$ cat config.mk
export PLATFORM = sky130hd
export DESIGN_NAME = config_bank_programmer
export DESIGN_NICKNAME = d
export VERILOG_FILES = /design/src/rtl/config_bank_pkg.sv /design/src/rtl/config_bank_wl_decoder.sv /design/src/rtl/config_bank_programmer.sv
export SDC_FILE = /design/constraint.sdc
export NUM_CORES = 1
export LEC_CHECK = 0
export CAP_MARGIN = 20
export CORE_ASPECT_RATIO = 1.75
export CORE_MARGIN = 2
export CORE_UTILIZATION = 30
export CTS_CLUSTER_SIZE = 10
export DETAILED_ROUTE_END_ITERATION = 12
export MAX_ROUTING_LAYER = met4
export PLACE_DENSITY = 0.55
export SYNTH_ARGS = -nofsm -noshare
export SYNTH_HDL_FRONTEND = slang
export SYNTH_SLANG_ARGS = --single-unit
$ cat constraint.sdc
create_clock -name prog_clk -period 2 [get_ports prog_clk]
set_input_delay 0.4 -clock prog_clk [delete_from_list [all_inputs] [get_ports prog_clk]]
set_output_delay 0.4 -clock prog_clk [all_outputs]
set_load 0.05 [all_outputs]
$ cat src/rtl/config_bank_pkg.sv
// Shared types and helpers for the configuration bank programmer.
package config_bank_pkg;

   typedef enum logic [2:0] {
      ST_IDLE,
      ST_CLEAR,
      ST_LOAD,
      ST_SETUP,
      ST_PULSE,
      ST_HOLD,
      ST_DONE
   } cbp_state_t;

   // Index width for a counter that has n distinct values, never narrower than one bit.
   function automatic int cbp_clog2_min1(input int n);
      return (n <= 2) ? 1 : $clog2(n);
   endfunction

endpackage

$ cat src/rtl/config_bank_wl_decoder.sv
// Row index to one-hot word-line decoder; combinational, registered by the parent.
module config_bank_wl_decoder
   import config_bank_pkg::*;
#(
   parameter int NUM_WL = 8,
   parameter int ROW_W  = cbp_clog2_min1(NUM_WL)
) (
   input  logic [ROW_W-1:0]  row,
   input  logic              en,
   output logic [NUM_WL-1:0] wl
);

   always_comb begin
      wl = '0;
      for (int i = 0; i < NUM_WL; i++) begin
         if (en && (row == ROW_W'(i))) begin
            wl[i] = 1'b1;
         end
      end
   end

endmodule

$ cat src/rtl/config_bank_programmer.sv
// Serial bitstream to config-latch array writer: clears the array, then loads and
// strobes one bit-line word per row.
//
// state | meaning
// IDLE  | waiting for start
// CLEAR | cfg_reset high for CLEAR_CYC cycles
// LOAD  | din_ready high, assembling one row from beats
// SETUP | row word copied to bl, wl still low
// PULSE | wl[row] high for PULSE_CYC cycles
// HOLD  | wl low, bl held, advance row
// DONE  | one-cycle done pulse
module config_bank_programmer
   import config_bank_pkg::*;
#(
   parameter int NUM_BL    = 8,
   parameter int NUM_WL    = 8,
   parameter int DIN_W     = 1,
   parameter int PULSE_CYC = 2,
   parameter int CLEAR_CYC = 2
) (
   input  logic              prog_clk,
   input  logic              reset_n,
   input  logic              start,
   input  logic              din_valid,
   output logic              din_ready,
   input  logic [DIN_W-1:0]  din,
   output logic [NUM_BL-1:0] bl,
   output logic [NUM_WL-1:0] wl,
   output logic              cfg_reset,
   output logic              busy,
   output logic              done
);

   localparam int BEATS   = NUM_BL / DIN_W;
   localparam int ROW_W   = cbp_clog2_min1(NUM_WL);
   localparam int BEAT_W  = cbp_clog2_min1(BEATS);
   localparam int TMR_MAX = (PULSE_CYC > CLEAR_CYC) ? PULSE_CYC : CLEAR_CYC;
   localparam int TMR_W   = $clog2(TMR_MAX + 1);

   localparam logic [ROW_W-1:0]  ROW_LAST   = ROW_W'(NUM_WL - 1);
   localparam logic [BEAT_W-1:0] BEAT_LAST  = BEAT_W'(BEATS - 1);
   localparam logic [TMR_W-1:0]  TMR_CLEAR  = TMR_W'(CLEAR_CYC - 1);
   localparam logic [TMR_W-1:0]  TMR_PULSE  = TMR_W'(PULSE_CYC - 1);

   generate
      if ((NUM_BL % DIN_W) != 0) begin : g_bad_din_w
         $error("config_bank_programmer: NUM_BL must be a multiple of DIN_W");
      end
      if ((PULSE_CYC < 1) || (CLEAR_CYC < 1)) begin : g_bad_cyc
         $error("config_bank_programmer: PULSE_CYC and CLEAR_CYC must be at least 1");
      end
   endgenerate

   cbp_state_t        state_q, state_d;
   logic [ROW_W-1:0]  row_q, row_d;
   logic [BEAT_W-1:0] beat_q, beat_d;
   logic [TMR_W-1:0]  tmr_q, tmr_d;
   logic [NUM_BL-1:0] shift_q, shift_d;
   logic [NUM_BL-1:0] bl_q, bl_d;
   logic [NUM_WL-1:0] wl_q, wl_d;
   logic              din_ready_q, din_ready_d;
   logic              cfg_reset_q, cfg_reset_d;
   logic              busy_q, busy_d;
   logic              done_q, done_d;

   always_comb begin
      state_d = state_q;
      row_d   = row_q;
      beat_d  = beat_q;
      tmr_d   = tmr_q;
      shift_d = shift_q;
      bl_d    = bl_q;

      case (state_q)
         ST_IDLE: begin
            if (start) begin
               state_d = ST_CLEAR;
               tmr_d   = TMR_CLEAR;
            end
         end
         ST_CLEAR: begin
            if (tmr_q == '0) begin
               state_d = ST_LOAD;
               row_d   = '0;
               beat_d  = '0;
            end else begin
               tmr_d = tmr_q - 1'b1;
            end
         end
         ST_LOAD: begin
            if (din_valid && din_ready_q) begin
               shift_d[int'(beat_q)*DIN_W +: DIN_W] = din;
               if (beat_q == BEAT_LAST) begin
                  // bl is loaded on SETUP entry so it is settled a full cycle before wl rises
                  state_d = ST_SETUP;
                  bl_d    = shift_d;
                  beat_d  = '0;
               end else begin
                  beat_d = beat_q + 1'b1;
               end
            end
         end
         ST_SETUP: begin
            state_d = ST_PULSE;
            tmr_d   = TMR_PULSE;
         end
         ST_PULSE: begin
            if (tmr_q == '0) begin
               state_d = ST_HOLD;
            end else begin
               tmr_d = tmr_q - 1'b1;
            end
         end
         ST_HOLD: begin
            if (row_q == ROW_LAST) begin
               state_d = ST_DONE;
               row_d   = '0;
            end else begin
               state_d = ST_LOAD;
               row_d   = row_q + 1'b1;
            end
         end
         ST_DONE: begin
            state_d = ST_IDLE;
         end
         default: begin
            state_d = ST_IDLE;
         end
      endcase

      busy_d      = (state_d != ST_IDLE);
      cfg_reset_d = (state_d == ST_CLEAR);
      din_ready_d = (state_d == ST_LOAD);
      done_d      = (state_d == ST_DONE);
   end

   config_bank_wl_decoder #(
      .NUM_WL (NUM_WL),
      .ROW_W  (ROW_W)
   ) u_wl_dec (
      .row (row_q),
      .en  (state_d == ST_PULSE),
      .wl  (wl_d)
   );

   always_ff @(posedge prog_clk) begin
      if (!reset_n) begin
         state_q     <= ST_IDLE;
         row_q       <= '0;
         beat_q      <= '0;
         tmr_q       <= '0;
         shift_q     <= '0;
         bl_q        <= '0;
         wl_q        <= '0;
         din_ready_q <= 1'b0;
         cfg_reset_q <= 1'b0;
         busy_q      <= 1'b0;
         done_q      <= 1'b0;
      end else begin
         state_q     <= state_d;
         row_q       <= row_d;
         beat_q      <= beat_d;
         tmr_q       <= tmr_d;
         shift_q     <= shift_d;
         bl_q        <= bl_d;
         wl_q        <= wl_d;
         din_ready_q <= din_ready_d;
         cfg_reset_q <= cfg_reset_d;
         busy_q      <= busy_d;
         done_q      <= done_d;
      end
   end

   assign din_ready = din_ready_q;
   assign bl        = bl_q;
   assign wl        = wl_q;
   assign cfg_reset = cfg_reset_q;
   assign busy      = busy_q;
   assign done      = done_q;

endmodule

### Word level (Yosys, flattened, before mapping)

Cells that the tools add are included.

| storage, ports and cells | value |
|---|---|
| register bits after elaboration | 39 |
| input bits | 5 |
| output and inout bits | 20 |
| logic and storage cells | 85 |

| operators by class | value |
|---|---|
| add/subtract/negate cells | 4 |
| equality and inequality tests | 21 |
| shifts and indexed selects | 2 |
| muxes and demuxes | 25 |
| reductions and logical operators | 22 |

Operator list:

| kind | count |
|---|---|
| negation 3 -> 33 bit | 1 |
| variable shift 1 x 33 -> 8 bit (first input constant) | 1 |
| indexed part select 1 x 33 -> 8 bit | 1 |
| two-way mux 3 bit | 10 |
| == test 3 bit (second input constant) | 9 |
| one-hot mux 3 bit (6 select lines) | 1 |
| == test 3 x 2 -> 1 bit (second input constant) | 5 |
| one-hot mux 3 bit (2 select lines) | 2 |
| == test 3 x 1 -> 1 bit (second input constant) | 3 |
| logical AND 1 bit | 9 |
| AND reduction 3 bit | 3 |
| bitwise mux 8 bit | 1 |
| two-way mux 1 bit | 8 |
| inequality test 2 bit (second input constant) | 4 |
| adder 3 x 1 -> 3 bit (second input constant) | 2 |
| zero test 3 bit | 2 |
| one-hot mux 2 bit (3 select lines) | 1 |
| nonzero test 3 bit | 2 |
| two-way mux 2 bit | 2 |
| AND reduction 2 bit | 2 |
| nonzero test 2 bit | 2 |
| zero test 2 bit | 1 |
| OR reduction 2 bit | 1 |
| subtractor 2 x 1 -> 2 bit (second input constant) | 1 |

### Longest topological paths before layout

| logic depth | value |
|---|---|
| depth in word-level cells | 7 |
| gate-level depth with buffers | 7 |
| depth with buffers taken out | 6 |

### Cells and area by module

Synthesis repeated with hierarchy kept, for this count alone.

| second synthesis, totals | value |
|---|---|
| cells, all modules | 201 |
| area, all modules | 1,901.8 µm² |

By module, submodules not included:

| module | instances | cells each | area an instance (µm²) | sequential area each (µm²) |
|---|---|---|---|---|
| config_bank_programmer | 1 | 193 | 1,805.5 | 780.7 |
| config_bank_wl_decoder | 1 | 8 | 96.3 | 0.0 |

### Least setup slack after synthesis

OpenSTA, ideal clock, no wires.

| timing path | value |
|---|---|
| path kind | reg2reg |
| start point | register beat_q[0] |
| end point | register shift_q[5] |
| library setup time | 119 ps |
| arrival | 1,695 ps |
| required time | 1,881 ps |
| path slack | 186 ps |
| stages on the path, launching flop included | 7 |
| buffers on the path | 0 |
| clock period less this slack | 1,814 ps |
| path through | dfxtp_1 > inv_1 > ha_1 > ha_1 > nor2_1 > nand3_1 > mux2i_1 |

| between the ends | value |
|---|---|
| longest elaborated chain between the ends | 3 |
| elaborated cells on any way between the ends | 4 |
| those cells by class | 1 x add/sub; 2 x shift; 1 x mux |

RTL lines:

| what | RTL line | RTL |
|---|---|---|
| from (decl) | config_bank_programmer.sv:56 | `logic [BEAT_W-1:0] beat_q, beat_d;` |
| from (signal assigned) | config_bank_programmer.sv:162 | `beat_q <= beat_d;` |
| negation 3 -> 33 bit * | config_bank_programmer.sv:92 | `shift_d[int'(beat_q)*DIN_W +: DIN_W] = din;` |
| indexed part select 1 x 33 -> 8 bit / variable shift 1 x 33 -> 8 bit (equally long branches) | config_bank_programmer.sv:92 |  |
| bitwise mux 8 bit * | config_bank_programmer.sv:92 |  |
| to (signal assigned) | config_bank_programmer.sv:164 | `shift_q <= shift_d;` |
| to (decl) | config_bank_programmer.sv:58 | `logic [NUM_BL-1:0] shift_q, shift_d;` |

Mark *: on every way between the ends. The rest lies on a longest branch, timed or not.
A chain may end at the register's enable or synchronous reset.

### Worst setup path after layout

| timing path | value |
|---|---|
| start point | register beat_q[1] |
| end point | register shift_q[2] |

The elaborated chain is that of the path after synthesis.

==> flow_summary_export.csv <==
group,metric,value,unit
run_status,outcome,"finished clean",
power_and_ir_drop,leakage,0.943,nW
yosys,synth_cell_types,53,
critical_path,critical_path_cell_count,7,
finish,area_delta_synth_final,25.4,%
timing,rsz0062_at_grt,"no",
routing,drc_errors,0,
global_routing,grt_pass1_vias,1539,
yosys,syn-instance-count,210,
routing,ant_nets,0,
routing,drt_first_pass_iters,4,
yosys,synth_top_cell_area_share,0.389,
critical_path,startpoint_type,"flop",
floorplan,die_x,65.8,µm
clocking,cts-buffers-inserted,5,
clocking,post-cts-setup-buffer-count,0,
critical_path,r2r_cells,7,
global_routing,antenna_found_initial,0,
timing,slew_headroom,0.643,
routing,vias,1576,
critical_path,cpMaxStageDelayCell,"dfxtp_1",
finish,diodes,0,
floorplan,die_area,7390,µm²
hold_path,hold_path.startpoint,"shift_q[5]",
power_and_ir_drop,total_power,2.05,mW
routing,wl_per_cell,12.8,µm
timing,hold_slack,0.452,ns
yosys,ys_top_cells_by_area,"dfxtp_1 39%, ha_1 8.1%, mux2i_1 5.0%",
routing,wl,4.09,mm
clocking,cts.clk_slew.worst_paths,0.06,ns
timing,skew,0.00724,ns
critical_path,endpoint,"shift_q[2]",
critical_path,crit_fanout,6,
power_and_ir_drop,ir_drop,0.496,mV
floorplan,core_area,6490,µm²
place,gp_congestion,0.813,
hold_path,hold_depth,2,
floorplan,fp-row-count,39,
yosys,netlist_area,2010,µm²
critical_path,worstPathCellList,"inv_1 -> ha_1 -> ha_1 -> nor4bb_1 -> buf_4 -> nand2_1 -> o31ai_1",
finish,nNetsFinal,255,
timing,worst_pin_slew,0.535,ns
critical_path,critical_path_class,"reg -> reg",
timing,fmax,0.535,GHz
finish,multiInputGateArea,1100,µm²
place,placed_area,2350,µm²
flow_run,max_cap_viol_count,0,
place,portBuffers,24,
timing,fin_crit_sh,0.935,
clocking,cts_root_buffer,"clkbuf_16",
place,dp.cells,312,
power_and_ir_drop,pwr_density_cell,816,nW/µm²
clocking,htreeDepth,2,
finish,drive_gt1_frac,0.147,
critical_path,path_common_cell,"ha_1",
routing,dr.first_iter.drc_count,98,
timing,final_hold_viol_count,0,
floorplan,initial_utilization,0.309,
finish,regArea,781,µm²
critical_path,reg2reg_to,"shift_q[2]",
finish,fillers,643,
yosys,syn_area_per_cell,9.56,µm²
critical_path,worstPathArrival,2.06,ns
global_routing,grt_max_degree,34,
clocking,clk_path_buf_depth,2,
timing,fin_crit,1.87,ns
floorplan,die_h,112,µm
critical_path,path_delay_family,"flip-flops",
timing,slew_violations,0,
critical_path,path_buf_inv,2,
clocking,cts_tree,"done",
yosys,yosys.area.top_type,"dfxtp_1",
yosys,yosysSeqAreaShare,0.389,
finish,instances_no_fill,320,
global_routing,grt_pass1_wl,7.00,mm
routing,avgViaCountPerCell,4.93,
critical_path,timing.rr.start,"beat_q[1]",
clocking,clock-sinks,39,
timing,setup_tns,0,ns
critical_path,reg2reg_slack,0.13,ns
yosys,synth_nets,228,
yosys,ys_ff_latch,39,
critical_path,cp-startpoint,"beat_q[1]",
global_routing,grt.total_usage,0.125,
timing,setup_viol,0,
clocking,hold_buffers,0,
place,dp_hpwl,3.06,mm
critical_path,slowest_delay,0.44,ns
clocking,clock_latency,0.28,ns
critical_path,cp_data_required_time,2.19,ns
yosys,yosysWarnings,0,
floorplan,io_pins,25,
global_routing,overflow,0,
finish,fin_area,2520,µm²
critical_path,end_kind,"flop",
hold_path,hold_path.class,"reg -> reg",
clocking,ctsResizeCount,0,
==> worst min-delay path by stage <==
stage	end	slack, ns
global route	shift_q[5]	0.49
floorplan	shift_q[5]	0.43
finish	shift_q[5]	0.45
global placement	shift_q[5]	0.45
CTS	shift_q[7]	0.46
detailed placement	shift_q[7]	0.45
==> worst reg2reg max path, stage by stage (launching register included) <==
cell and delay (ns):
dfxtp_1 0.44, inv_1 0.10, ha_1 0.19, ha_1 0.24, nor4bb_1 0.37, buf_4 0.19, nand2_1 0.06, o31ai_1 0.21
==> registers in the layout, indices dropped and copies added (netlist names) <==
register   count
cfg_reset      1
busy           1
shift_q        8
bl             8
row_q          3
done           1
wl             8
din_ready      1
beat_q         3
tmr_q          2
state_q        3
==> cell usage after synthesis, drive strengths merged <==
| library cell | instances |
|---|---|
| mux2i | 10 |
| a31oi | 4 |
| o21ai | 11 |
| a21oi | 8 |
| o31ai | 3 |
| o31a | 1 |
| and3 | 1 |
| nor3b | 4 |
| o211ai | 4 |
| o2111ai | 1 |
| nor2 | 9 |
| or2 | 1 |
| nand3 | 10 |
| a22oi | 1 |
| nand2b | 4 |
| xnor2 | 1 |
| and4bb | 1 |
| and4 | 1 |
| nand3b | 3 |
| nor2b | 4 |
| o22ai | 1 |
| nand4b | 2 |
| dfxtp | 39 |
| nor4b | 1 |
| clkbuf | 3 |
| ha | 13 |
| inv | 14 |
| nor4 | 8 |
| o311ai | 2 |
| and2 | 2 |
| nor4bb | 1 |
| a211oi | 1 |
| a21o | 1 |
| nand4 | 2 |
| a21bo | 3 |
| nand2 | 20 |
| o41ai | 2 |
| o311a | 1 |
| nor3 | 2 |
| and4b | 1 |
| a41o | 1 |
| buf | 8 |
==> through the flow <==
stage | util | worst slack [ns]
after global placement | 0.362 | 0.149
after global routing | 0.388 | 0.00442
after CTS | 0.388 | 0.112
after detailed placement | 0.362 | 0.129
final | 0.388 | 0.129
after floorplan | - | 0.186
==> power by group <==
group | switching (mW) | leakage [nW] | internal, mW
Combinational | 0.196 | 0.544 | 0.129
Sequential | 0.0305 | 0.315 | 0.804
Clock | 0.307 | 0.0838 | 0.588
==> cells by family (layout without fill, tap and decap cells) <==
logic type / Yosys count / in the layout / share of synthesized area
compound gates: 45 / 45 / 0.178
xor+xnor: 1 / 1 / 0.00436
fa+ha+maj: 13 / 13 / 0.0810
buf+inv: 25 / 53 / 0.0642
flops: 39 / 39 / 0.389
mux: 10 / 10 / 0.0499
simple gates: 77 / 77 / 0.234
==> layout make-up <==
cell class,count,share of cell area
Multi-Input combinational cell,146,0.436
Sequential cell,39,0.310
Timing Repair Buffer,31,0.125
Clock buffer,5,0.0497
Tap cell,82,0.0408
Inverter,14,0.0209
Clock inverter,3,0.0174
==> cell usage in the layout (no fill, tap or decap), types with 3 or more instances in the layout <==
cell,n
o31ai_1,3
ha_1,13
a31oi_1,4
o21ai_0,7
dfxtp_1,39
nand2_1,19
a21oi_1,6
clkbuf_16,5
buf_4,6
nor2b_1,4
clkdlybuf4s50_1,23
nor4_1,8
a21bo_2,3
nor2_1,9
o21ai_2,3
mux2i_1,10
nand3_1,9
nand2b_1,4
o211ai_1,4
inv_1,14
nand3b_1,3
==> metal layers <==
metal / vias to the layer above / GRT usage / wire, µm
li1: 812 / - / -
met1: 729 / 0.127 / 1690
met2: 31 / 0.228 / 2250
met3: 4 / 0.0301 / 106
met4: 0 / 0.0417 / 40
met5: - / - / 0
No activity file was read; power rests on OpenSTA's default activity.
